**src/rtl/next_pc_unit.sv**
```systemverilog
// Next-PC selector with a circular return-address stack for call/ret.
// Latency: nextPC/holdPC are combinational; stack, depth and flags update on the next clk edge.
// Backpressure: stall freezes everything (nextPC = currentPC, holdPC = 1, no stack update).
//
// Ports:
//   clk, rst                 : clock, synchronous active-high reset
//   currentPC                : PC currently held by the program counter stage
//   stall                    : pipeline stall request, forwarded as holdPC
//   branch_taken/_target     : taken conditional branch
//   jump/jump_target         : unconditional jump
//   call/call_target         : subroutine call, pushes currentPC+1
//   ret                      : subroutine return, pops top of stack
//   nextPC, holdPC           : to the program counter stage
//   ras_depth                : number of valid stack entries
//   ras_overflow/_underflow  : sticky push-while-full / pop-while-empty flags

module next_pc_unit #(
   parameter int RAS_DEPTH = 4
) (
   input  logic       clk,
   input  logic       rst,
   input  logic [7:0] currentPC,
   input  logic       stall,
   input  logic       branch_taken,
   input  logic [7:0] branch_target,
   input  logic       jump,
   input  logic [7:0] jump_target,
   input  logic       call,
   input  logic [7:0] call_target,
   input  logic       ret,
   output logic [7:0] nextPC,
   output logic       holdPC,
   output logic [3:0] ras_depth,
   output logic       ras_overflow,
   output logic       ras_underflow
);

   localparam int         PTR_W     = $clog2(RAS_DEPTH);
   localparam logic [3:0] DEPTH_MAX = 4'(RAS_DEPTH);

   // wr_ptr_q is the slot the next push writes; the top of stack sits one below it.
   // Because RAS_DEPTH is a power of two the pointer wraps naturally, which gives
   // the overwrite-oldest behaviour on a full push and keeps LIFO order afterwards.
   logic [7:0]       stack_q [RAS_DEPTH];
   logic [7:0]       stack_d [RAS_DEPTH];
   logic [PTR_W-1:0] wr_ptr_q, wr_ptr_d;
   logic [PTR_W-1:0] top_idx;
   logic [3:0]       depth_q, depth_d;
   logic             ovf_q, ovf_d;
   logic             unf_q, unf_d;

   logic [7:0] pc_inc;
   logic       empty;
   logic       full;
   logic       do_push;
   logic       do_pop;

   assign pc_inc  = currentPC + 8'd1;
   assign top_idx = wr_ptr_q - PTR_W'(1);
   assign empty   = (depth_q == 4'd0);
   assign full    = (depth_q == DEPTH_MAX);

   // ret outranks call, so a simultaneous call is simply dropped.
   assign do_pop  = !stall && ret && !empty;
   assign do_push = !stall && !ret && call;

   always_comb begin
      nextPC = pc_inc;
      if (stall) begin
         nextPC = currentPC;
      end else if (ret) begin
         nextPC = empty ? pc_inc : stack_q[top_idx];
      end else if (call) begin
         nextPC = call_target;
      end else if (jump) begin
         nextPC = jump_target;
      end else if (branch_taken) begin
         nextPC = branch_target;
      end
   end

   assign holdPC = stall;

   always_comb begin
      stack_d  = stack_q;
      wr_ptr_d = wr_ptr_q;
      depth_d  = depth_q;
      ovf_d    = ovf_q;
      unf_d    = unf_q;
      if (do_push) begin
         stack_d[wr_ptr_q] = pc_inc;
         wr_ptr_d          = wr_ptr_q + PTR_W'(1);
         if (full) begin
            ovf_d = 1'b1;
         end else begin
            depth_d = depth_q + 4'd1;
         end
      end else if (do_pop) begin
         wr_ptr_d = top_idx;
         depth_d  = depth_q - 4'd1;
      end else if (!stall && ret && empty) begin
         unf_d = 1'b1;
      end
   end

   always_ff @(posedge clk) begin
      if (rst) begin
         for (int i = 0; i < RAS_DEPTH; i++) begin
            stack_q[i] <= 8'h00;
         end
         wr_ptr_q <= '0;
         depth_q  <= 4'd0;
         ovf_q    <= 1'b0;
         unf_q    <= 1'b0;
      end else begin
         for (int i = 0; i < RAS_DEPTH; i++) begin
            stack_q[i] <= stack_d[i];
         end
         wr_ptr_q <= wr_ptr_d;
         depth_q  <= depth_d;
         ovf_q    <= ovf_d;
         unf_q    <= unf_d;
      end
   end

   assign ras_depth     = depth_q;
   assign ras_overflow  = ovf_q;
   assign ras_underflow = unf_q;

endmodule

```
**config.mk**
```make
export PLATFORM = sky130hd
export DESIGN_NAME = next_pc_unit
export DESIGN_NICKNAME = d
export VERILOG_FILES = /design/src/rtl/next_pc_unit.sv
export SDC_FILE = /design/constraint.sdc
export NUM_CORES = 1
export LEC_CHECK = 0
export CORE_ASPECT_RATIO = 1.25
export CORE_MARGIN = 2
export CORE_UTILIZATION = 55
export DETAILED_ROUTE_END_ITERATION = 6
export DONT_BUFFER_PORTS = 1
export PLACE_DENSITY_LB_ADDON = 0.2
export SLEW_MARGIN = 20
export SYNTH_ARGS = -nofsm -noshare
export SYNTH_HDL_FRONTEND = slang
export SYNTH_SLANG_ARGS = --single-unit
```
**constraint.sdc**
```tcl
create_clock -name clk -period 3.36 [get_ports clk]
set_input_delay 0.504 -clock clk [delete_from_list [all_inputs] [get_ports clk]]
set_output_delay 0.504 -clock clk [all_outputs]
set_load 0.1 [all_outputs]
```
== Word-level counts from Yosys, hierarchy flattened ==
Cells that the tools add are included.

* Bits in registers: 40
* Output and inout bits: 15
* Logic and storage cells: 53

* Add/sub/neg operators: 5
* Order comparisons: 3
* Equal/unequal tests: 2
* Muxes and demuxes: 17
* Bitwise operators: 4
* Reductions and logical operators: 14

{| class="wikitable"
|+ Operator list
! operator !! count
|-
| $mux 8 || 9
|-
| $bwmux 32 || 1
|-
| $bmux 8 s2 || 1
|-
| $demux 8 s2 || 1
|-
| $mux 4 || 3
|-
| $add 8x1->8 const B || 1
|-
| $ge 3x3->1 const B || 2
|-
| $logic_and 1x1->1 || 6
|-
| $not 2->3 || 2
|-
| $add 4x1->4 const B || 1
|-
| $eq 4x3->1 const B || 1
|-
| $logic_not 4->1 || 1
|-
| $mux 2 || 2
|-
| $reduce_and 2->1 || 2
|-
| $sub 4x1->4 const B || 1
|-
| $logic_not 1->1 || 3
|-
| $lt 3x1->1 const B || 1
|-
| $reduce_and 3->1 || 1
|-
| $add 2x1->2 const B || 1
|-
| $ne 2x2->1 const B || 1
|-
| $not 1->1 || 2
|-
| $reduce_bool 2->1 || 1
|-
| $sub 2x1->2 const B || 1
|}

== Depth between registers and ports, before layout ==
Gate-level depths: netlist (run 1).

* Word-level depth: 8
* Gate-level depth with buffers: 8
* Gate-level depth less buffers: 7

== Worst setup path after synthesis (run 1) ==
Ideal clock, no wire load.

* Path kind: reg-to-output
* Start point: register depth_q[2] (netlist: ras_depth[2])
* End point: output nextPC[2]
* Data arrival time: 4.949 ns
* Data required time: 2.856 ns
* Setup slack: -2.093 ns
* Stages on the path, launching flop included: 4
* Cell sequence: dfxtp_1 nor4_4 nand2_1 o311ai_0

* Cells in the longest elaborated chain, start to end: 4

{| class="wikitable"
|+ Ends and longest elaborated chain
! item !! line !! source
|-
| start, declared || 48 || <nowiki>logic [3:0] depth_q, depth_d;</nowiki>
|-
| start signal, assigned || 120 || <nowiki>depth_q <= depth_d;</nowiki>
|-
| $logic_not 4->1 || 60 || <nowiki>assign empty = (depth_q == 4'd0);</nowiki>
|-
| $mux 8 || 72 || <nowiki>nextPC = empty ? pc_inc : stack_q[top_idx];</nowiki>
|-
| $mux 8 || 71 || <nowiki>end else if (ret) begin</nowiki>
|-
| $mux 8 || 69 || <nowiki>if (stall) begin</nowiki>
|-
| end, declared || 31 || <nowiki>output logic [7:0] nextPC,</nowiki>
|}

No other way between the ends.

== Worst setup path after layout (run 1) ==
* Start point: register wr_ptr_q[1]
* End point: output nextPC[1]

* Cells in the longest elaborated chain, start to end: 8

{| class="wikitable"
|+ Ends and longest elaborated chain
! item !! line !! source
|-
| start, declared || 46 || <nowiki>logic [PTR_W-1:0] wr_ptr_q, wr_ptr_d;</nowiki>
|-
| start signal, assigned || 119 || <nowiki>wr_ptr_q <= wr_ptr_d;</nowiki>
|-
| $sub 2x1->2 || 59 || <nowiki>assign top_idx = wr_ptr_q - PTR_W'(1);</nowiki>
|-
| $not 2->3 (implied by the code) || 72 ||
|-
| $bmux 8 s2 || 72 ||
|-
| $mux 8 (implied by the code) (2 in series) || 72 ||
|-
| $mux 8 || 72 ||
|-
| $mux 8 || 71 ||
|-
| $mux 8 || 69 ||
|}

No other way between the ends. The select of a mux whose other input is x is not followed.

==> results.py, run 1 <==
metrics = {
    "floorplanning": {
        "num_rows": 27,
        "die_y_um": 80.1,
        "die_x_um": 64.9,
        "io_pins": 54,
        "start_util_pct": 57.6,
        "dieArea_mm2": 0.00520,
        "core_area_mm2": 0.00443,
    },
    "sta": {
        "min_period_over_period_pct": 83.6,
        "setup_viol": 0,
        "slew_headroom_pct": 33.2,
        "hold_ws_ns": 0.281,
        "worst_pin_slew_ns": 1.00,
        "finalMaxSlewViolations": 0,
        "rsz0062_at_grt": "no",
        "setup-tns-final_ns": 0,
        "hold_viol": 0,
        "period_minus_slack_ns": 2.81,
        "finClkSkew_ns": 0.00655,
        "fmax_mhz": 356,
    },
    "placement": {
        "dp_hpwl_um": 4220,
        "globalplace.congestion": 0.812,
        "io_buffers": 0,
        "dpl.cell_count": 334,
    },
    "clocking": {
        "cts_buffers": 5,
        "post_cts_buffers": 0,
        "cts_resized": 0,
        "path_clk_slew_ns": 0.08,
        "clkLatencyLatePin_ns": 0.29,
        "cts_tree": "built",
        "cts_buffer_depth": 2,
        "h-tree-depth": 2,
        "clock_sinks": 40,
        "ctsHoldBuffers": 0,
        "cts_root_buf": "clkbuf_8",
    },
    "routing": {
        "vias": 2176,
        "avgViaCountPerCell": 6.36,
        "drcViolationCount": 0,
        "drt_pass1_iterations": 5,
        "totalWireLength_um": 5880,
        "drt-initial-drc-count": 159,
        "postRouteAntennaNets": 0,
        "wl_per_cell_um": 17.2,
    },
    "worst_setup_path": {
        "worstRegToRegCells": 5,
        "critPathMaxFanout": 10,
        "crit_path_end_kind": "output port",
        "worst_setup_path_start_kind": "flop",
        "cp_data_required_time_ns": 2.86,
        "critical_path_arrival_ns": 2.30,
        "worstSetupPathType": "flop to output port",
    },
    "power": {
        "pwr-share-clk_pct": 25.5,
        "switching_share_pct": 39.9,
        "netSwitchingPower_w": 0.000615,
        "p_comb_share_pct": 38.3,
        "vdd_drop_max_uv": 256,
        "pwr-share-seq_pct": 36.2,
        "internal-power_w": 0.000926,
        "p_leak_nw": 0.943,
        "powerDensity_mw_per_mm2": 565,
    },
    "job": {
        "drv_cap": 0,
    },
    "global_routing": {
        "grt_overflow": 0,
        "first_global_vias": 2011,
        "antenna_found_initial": 0,
        "gr-usage-all-layers_pct": 23.6,
        "grt_max_degree": 43,
        "grt_first_pass_wirelength_um": 9480,
    },
    "final_layout": {
        "ff_latch_area_um2": 801,
        "final_util_pct": 61.7,
        "nFillCells": 392,
        "area_delta_synth_final_pct": 7.07,
        "instances_no_fill": 342,
        "layout-drive-gt1-share_pct": 14.4,
        "fin_nets": 330,
        "diodes": 0,
        "multi_input_area_mm2": 0.00160,
    },
    "hold_path": {
        "hp-class": "primary input to flop",
        "min_path_cells": 1,
    },
    "yosys": {
        "synthArstFlopShare_pct": 0,
        "syn-cell-area_mm2": 0.00255,
        "synth_top_area_share_pct": 31.4,
        "synth_top_cell_by_area": "dfxtp_1",
        "synth_nets": 334,
        "synth_edf_count": 0,
        "synth_top_cells_by_count": "nor2_1, dfxtp_1, a211oi_1",
        "yosysMostFrequentCell": "nor2_1",
        "seq_area_frac_synth_pct": 31.4,
        "synth-seq-cells": 40,
        "synthCells": 287,
        "synth_ff_type": "dfxtp_1",
        "yosys_warnings": 0,
        "avgSynthCellArea_um2": 8.88,
        "synth.distinct_cells": 58,
        "synth_area_leaders": "dfxtp_1, a211oi_1, mux4_2",
    },
    "status": {
        "status": "complete, no violations",
    },
}
[critical path: stages, from the launching register on]
cell,delay [ns]
dfxtp_1,0.35
inv_1,0.07
ha_1,0.54
mux4_2,0.36
a22o_1,0.21
a221o_1,0.26
buf_4,0.23
[routing by layer]
layer  track usage, %  wire length [um]  share of wire, %  vias to the layer above
met3             4.48               412               7.0                        6
li1                 -                 -                 -                     1060
met5                0                 0                 0                        -
met4             9.57                60               1.0                        0
met1             29.6              2540                43                     1013
met2             39.8              2880                49                       97
[registers in the layout (all words and copies together), names as in the netlist]
name	flops
ras_depth	4
wr_ptr_q	2
stack_q	32
ras_underflow	1
ras_overflow	1
[power groups by stage]
stage                     clock network [W]  logic, W  registers [W]
after CTS                          0.000406  0.000590       0.000558
after floorplan                           0  0.000411       0.000661
after detailed placement                  0  0.000588       0.000569
after global routing               0.000435  0.000631       0.000563
final                              0.000393  0.000591       0.000558
after global placement                    0  0.000588       0.000568
[metrics by stage]
step                      worst slack (ns)  power [W]  area [um2]
after global routing                 0.433    0.00163        2730
final                                0.552    0.00154        2730
after floorplan                     0.0122    0.00107        2560
after global placement               0.860    0.00116        2620
after CTS                            0.534    0.00155        2730
after detailed placement             0.852    0.00116        2620
[cells by family after synthesis]
kind of cell / after synthesis / synth area share, %
fa+ha+maj: 8 / 4.22
flops: 40 / 31.4
simple gates: 105 / 21.6
mux: 15 / 9.86
buf+inv: 32 / 6.97
xor+xnor: 6 / 2.06
compound gates: 81 / 23.9
[final cells by class]
type | count | share of cell area [%]
clock buffer | 5 | 2.52
clock inverter | 3 | 1.70
inverter | 8 | 1.10
multi-input combinational | 215 | 58.5
sequential | 40 | 29.3
tap | 58 | 2.66
timing repair buffer | 13 | 4.22
[worst paths after layout]
kind                 from            to  slack, ns
min                   rst  ras_depth[0]       0.28
min reg2reg   stack_q[22]   stack_q[22]       0.49
max reg2reg  ras_depth[2]  ras_depth[1]       1.39
max           wr_ptr_q[1]     nextPC[1]       0.55
[cell usage in the layout, fill, tap and decap left out, types with 7 or more instances in the layout]
cell	synthesis	routed
dfxtp_1	40	40
mux4_2	8	8
ha_1	7	7
nor2_1	45	45
buf_4	6	12
inv_1	8	8
nand2_1	16	16
and2_1	7	7
a211oi_1	33	33
o21ai_0	12	10
Power figures use the tool's default switching activity.
==> run 2: changes to the inputs <==
Clock period 3.36 ns to 2.48 ns, I/O delays scaled along.
==> run 2 against run 1 <==
Compared with the run above:
- register-to-register slack worse by 0.86 ns
- sequential cell count stayed put
- combinational power is 61% higher
- clock skew is 0.0029 ns higher
- sequential share of layout area is 1.8 points lower
- worst hold slack worse by 0.14 ns
- via count is 0.41% higher
- largest cell class unchanged
- largest power group unchanged
==> results.py, run 2 (synthesis results as in run 1) <==
metrics = {
    "status": {
        "status": "complete, no violations",
    },
    "final_layout": {
        "largest_register_ffs": 32,
        "fin_nets": 336,
        "largest-register": "stack_q",
        "instances_no_fill": 348,
        "layout-drive-gt1-share_pct": 22.8,
        "final_cell_mix": "nor2_1, dfxtp_1, a211oi_1, nand2_1, buf_4",
        "final_area_mm2": 0.00293,
        "area_delta_synth_final_pct": 15.0,
        "final_util_pct": 66.3,
        "final_common_cell": "nor2_1",
        "diodes": 0,
    },
    "sta": {
        "finClkSkew_ns": 0.00948,
        "hold_viol": 0,
        "fmax_mhz": 415,
        "rsz0062_at_grt": "no",
        "period_minus_slack_ns": 2.41,
        "worst_pin_slew_ns": 0.680,
        "slew_headroom_pct": 54.0,
        "min_period_over_period_pct": 97.1,
        "finalMaxSlewViolations": 0,
        "setup_viol": 0,
    },
    "floorplanning": {
        "start_util_pct": 57.6,
        "io_pins": 54,
        "num_rows": 27,
        "dieArea_mm2": 0.00520,
        "die_x_um": 64.9,
        "core_area_mm2": 0.00443,
        "die_y_um": 80.1,
    },
    "clocking": {
        "cts_tree": "built",
        "cts_root_buf": "clkbuf_8",
        "h-tree-depth": 2,
        "cts_buffers": 5,
        "clock_sinks": 40,
        "clkLatencyLatePin_ns": 0.29,
        "cts_buffer_depth": 2,
        "path_clk_slew_ns": 0.08,
        "ctsHoldBuffers": 0,
    },
    "power": {
        "powerDensity_mw_per_mm2": 757,
        "vdd_drop_max_uv": 400,
        "p_leak_nw": 1.02,
    },
    "hold_path": {
        "hp-class": "primary input to flop",
    },
    "placement": {
        "dp_hpwl_um": 4480,
        "globalplace.congestion": 0.829,
        "io_buffers": 0,
        "dpl.cell_count": 338,
        "placed_cell_area_mm2": 0.00277,
    },
    "routing": {
        "postRouteAntennaNets": 0,
        "vias": 2185,
        "drt_pass1_iterations": 4,
        "drt-initial-drc-count": 154,
        "avgViaCountPerCell": 6.28,
        "drcViolationCount": 0,
        "totalWireLength_um": 6290,
        "wl_per_cell_um": 18.1,
    },
    "worst_setup_path": {
        "critical_path_arrival_ns": 2.04,
        "worstSetupPathType": "flop to output port",
        "crit_path_end_kind": "output port",
        "worst_setup_path_start_kind": "flop",
        "cp_data_required_time_ns": 2.11,
        "critPathMaxFanout": 6,
    },
    "global_routing": {
        "gr-usage-all-layers_pct": 25.6,
        "grt_first_pass_wirelength_um": 10300,
        "antenna_found_initial": 0,
        "grt_overflow": 0,
        "first_global_vias": 2062,
        "grt_max_degree": 43,
    },
    "job": {
        "drv_cap": 0,
    },
}
[run 2: changes by cell type in the layout (fill, tap and decap cells not counted), sizes merged]
cell	delta
buf	+6
clkinv	+1
inv	-1
[run 2: final timing paths]
kind                              startpoint      endpoint  slack (ns)  cells after the start
worst max-delay path             wr_ptr_q[0]     nextPC[1]        0.07                      5
worst min-delay path                     rst  ras_depth[0]        0.14                      1
worst max register to register  ras_depth[2]  ras_depth[2]        0.53                      5
worst min register to register  ras_overflow  ras_overflow        0.49                      2
[run 2: per-layer routing]
layer / vias up / track usage (%) / wire (um)
li1: 1067 / - / -
met1: 1039 / 33.2 / 2840
met2: 71 / 41.1 / 3010
met3: 8 / 5.60 / 337
met4: 0 / 10.2 / 110
met5: - / 0 / 0
[run 2: layout make-up]
cell class	instances	area, um2
Inverter	8	30.0
Tap cell	58	72.6
Sequential cell	40	808
Clock inverter	3	42.5
Multi-Input combinational cell	215	1680
Fill cell	379	1490
Timing Repair Buffer	19	235
Clock buffer	5	68.8
[run 2: power by group]
group,switching (W),internal [W]
registers,0.0000526,0.000694
clock network,0.000227,0.000298
logic,0.000594,0.000355
total,0.000873,0.00135
[run 2: stage by stage]
| stage | power [W] | hold WS [ns] | setup TNS, ns | setup WS (ns) |
|---|---|---|---|---|
| 2_1_floorplan | 0.00148 | 0.455 | -0.354 | -0.339 |
| 3_3_place_gp | 0.00165 | 0.441 | 0 | 0.172 |
| 3_5_place_dp | 0.00166 | 0.443 | 0 | 0.138 |
| 4_1_cts | 0.00221 | 0.129 | 0 | 0.00228 |
| 5_1_grt | 0.00233 | 0.120 | 0 | 0.00110 |
| 6_report | 0.00222 | 0.137 | 0 | 0.0713 |
[run 2: repair_timing]
item                       CTS  global route
gates resized for setup      4             8
setup endpoints to repair    8             5
pin swaps                    3             5
buffers inserted             1             1
[run 2: critical path, stage by stage, from the launching register on]
cell and delay, ns:
dfxtp_2 0.36, inv_2 0.06, ha_4 0.30, mux4_2 0.31
a22o_1 0.23, a221o_4 0.48
==> run 3: changes to the inputs <==
Settings changed: GPL_TIMING_DRIVEN from default to 0.
==> run 3 against run 2 <==
Compared with the run above:
- the flow now finishes with violations (negative setup slack)
- first-iteration DRC count rose by 2.6%
- sequential power rose by 22%
- register-to-register slack improved by 0.08 ns
- worst hold slack improved by 0.16 ns
- cell area rose by 6.1%
- critical path depth fell by 1
- sequential cell count did not move
- setup slack got worse by 0.24 ns
- cell count rose by 4.6%
- routed wire length rose by 10%
- highest routed layer unchanged
==> results.py, run 3 (synthesis results as in run 1) <==
metrics = {
    "worst_setup_path": {
        "critPathMaxFanout": 6,
        "crit_path_end_kind": "output port",
        "worst_setup_path_start_kind": "flop",
        "cp_data_required_time_ns": 2.11,
        "worstSetupPathType": "flop to output port",
        "critical_path_arrival_ns": 2.27,
    },
    "global_routing": {
        "gr-usage-all-layers_pct": 27.6,
        "first_global_vias": 2146,
        "antenna_found_initial": 0,
        "grtUsageMet2_pct": 46.6,
        "met3_usage_pct": 6.16,
        "grt_overflow": 0,
        "busiest_layer": "met2",
        "grt_max_degree": 14,
        "grt_first_pass_wirelength_um": 11000,
        "grt_use_met1_pct": 34.8,
    },
    "sta": {
        "setup_viol": 6,
        "setup_ws_ns": -0.166,
        "rsz0062_at_grt": "yes",
        "setup-tns-final_ns": -0.622,
        "slew_headroom_pct": 27.6,
        "min_period_over_period_pct": 107,
        "hold_viol": 0,
        "finalMaxSlewViolations": 0,
        "period_minus_slack_ns": 2.65,
        "fmax_mhz": 378,
        "finClkSkew_ns": 0.00950,
        "worst_pin_slew_ns": 1.08,
    },
    "clocking": {
        "ctsHoldBuffers": 0,
        "cts_tree": "built",
        "cts_buffers": 5,
        "clock_sinks": 40,
        "h-tree-depth": 2,
        "path_clk_slew_ns": 0.08,
        "cts_buffer_depth": 2,
        "clkLatencyLatePin_ns": 0.30,
        "cts_root_buf": "clkbuf_8",
    },
    "placement": {
        "io_buffers": 0,
        "placed_cell_area_mm2": 0.00275,
        "dp_hpwl_um": 4810,
        "globalplace.congestion": 0.863,
    },
    "power": {
        "netSwitchingPower_w": 0.000975,
        "internal-power_w": 0.00157,
        "pwr-share-seq_pct": 35.9,
        "post-layout-total-power_w": 0.00255,
        "vdd_drop_max_uv": 563,
        "switching_share_pct": 38.3,
        "p_comb_share_pct": 35.1,
        "pwr-share-clk_pct": 29.1,
        "p_leak_nw": 1.11,
        "powerDensity_mw_per_mm2": 819,
    },
    "floorplanning": {
        "dieArea_mm2": 0.00520,
        "die_x_um": 64.9,
        "die_y_um": 80.1,
        "io_pins": 54,
        "start_util_pct": 57.6,
        "core_area_mm2": 0.00443,
        "num_rows": 27,
    },
    "final_layout": {
        "largest-register": "stack_q",
        "area_delta_synth_final_pct": 22.0,
        "final_common_cell": "nor2_1",
        "largest_register_ffs": 32,
        "final_cell_mix": "nor2_1, dfxtp_1, a211oi_1, buf_4, nand2_1",
        "layout-drive-gt1-share_pct": 26.1,
        "fin_nets": 352,
        "final_area_mm2": 0.00311,
        "diodes": 0,
        "nFillCells": 354,
    },
    "routing": {
        "postRouteAntennaNets": 0,
        "drt-initial-drc-count": 158,
        "avgViaCountPerCell": 6.37,
        "wl_per_cell_um": 19.0,
        "drt_pass1_iterations": 5,
        "drcViolationCount": 0,
        "totalWireLength_um": 6930,
        "vias": 2319,
    },
    "status": {
        "status": "finished, violations left",
        "failed_checks": "negative setup slack",
    },
    "job": {
        "drv_cap": 0,
    },
    "hold_path": {
        "hp-class": "primary input to flop",
    },
}
==> run 3: changes by cell type in the layout (fill, tap and decap cells not counted), sizes merged <==
cell | before | now
clkinvlp | 1 | 0
bufinv | 1 | 3
clkbuf | 6 | 15
clkinv | 1 | 0
buf | 18 | 25
==> run 3: timing repair <==
item                                    4_1_cts  5_1_grt
buffers inserted                              6        4
gates cloned                                  1        0
resized for setup                            24        8
pin swaps                                    14       10
endpoints found under the setup margin        8        8
==> run 3: metal layers <==
metal	wire length [um]	up-vias
met5	0	-
met2	3430	87
li1	-	1112
met1	2920	1107
met4	140	0
met3	445	13
==> run 3: power groups by stage <==
stage	logic, W	clock network, W	registers [W]
finish	0.000893	0.000740	0.000913
global route	0.000951	0.000777	0.000920
CTS	0.000832	0.000742	0.000908
floorplan	0.000584	0	0.000901
detailed placement	0.000688	0	0.000914
global placement	0.000679	0	0.000912
==> run 3: worst max-delay path, cell delays in order (launching register included) <==
cell,delay (ns)
dfxtp_4,0.47
or4_4,0.64
nor4_4,0.16
a211oi_2,0.09
o21ai_4,0.60
==> run 3: stage by stage <==
stage | hold slack [ns] | utilization [%] | std cells | setup WS (ns)
4_1_cts | 0.300 | 69.4 | 361 | -0.191
3_3_place_gp | 0.468 | 61.9 | 345 | -0.578
3_5_place_dp | 0.482 | 62.2 | 346 | -0.252
5_1_grt | 0.306 | 70.3 | 364 | -0.224
2_1_floorplan | 0.455 | - | 287 | -0.339
6_report | 0.297 | 70.3 | 364 | -0.166
==> run 3: worst paths after layout <==
check	slack (ns)	to	startpoint	cells past startpoint
worst max-delay path	-0.17	nextPC[7]	ras_depth[2]	4
worst min-delay path	0.30	stack_q[0]	currentPC[0]	2
worst max register to register	0.61	ras_depth[2]	ras_depth[2]	4
worst min register to register	0.50	stack_q[17]	stack_q[17]	2
==> run 3: final cells by class <==
type | instances | area, um2 | share of cell area [%]
Multi-Input combinational cell | 215 | 1740 | 55.8
Sequential cell | 40 | 821 | 26.4
Buffer | 23 | 184 | 5.91
Timing Repair Buffer | 12 | 105 | 3.38
Clock inverter | 3 | 90.1 | 2.90
Tap cell | 58 | 72.6 | 2.33
Clock buffer | 5 | 68.8 | 2.21
Inverter | 8 | 32.5 | 1.05
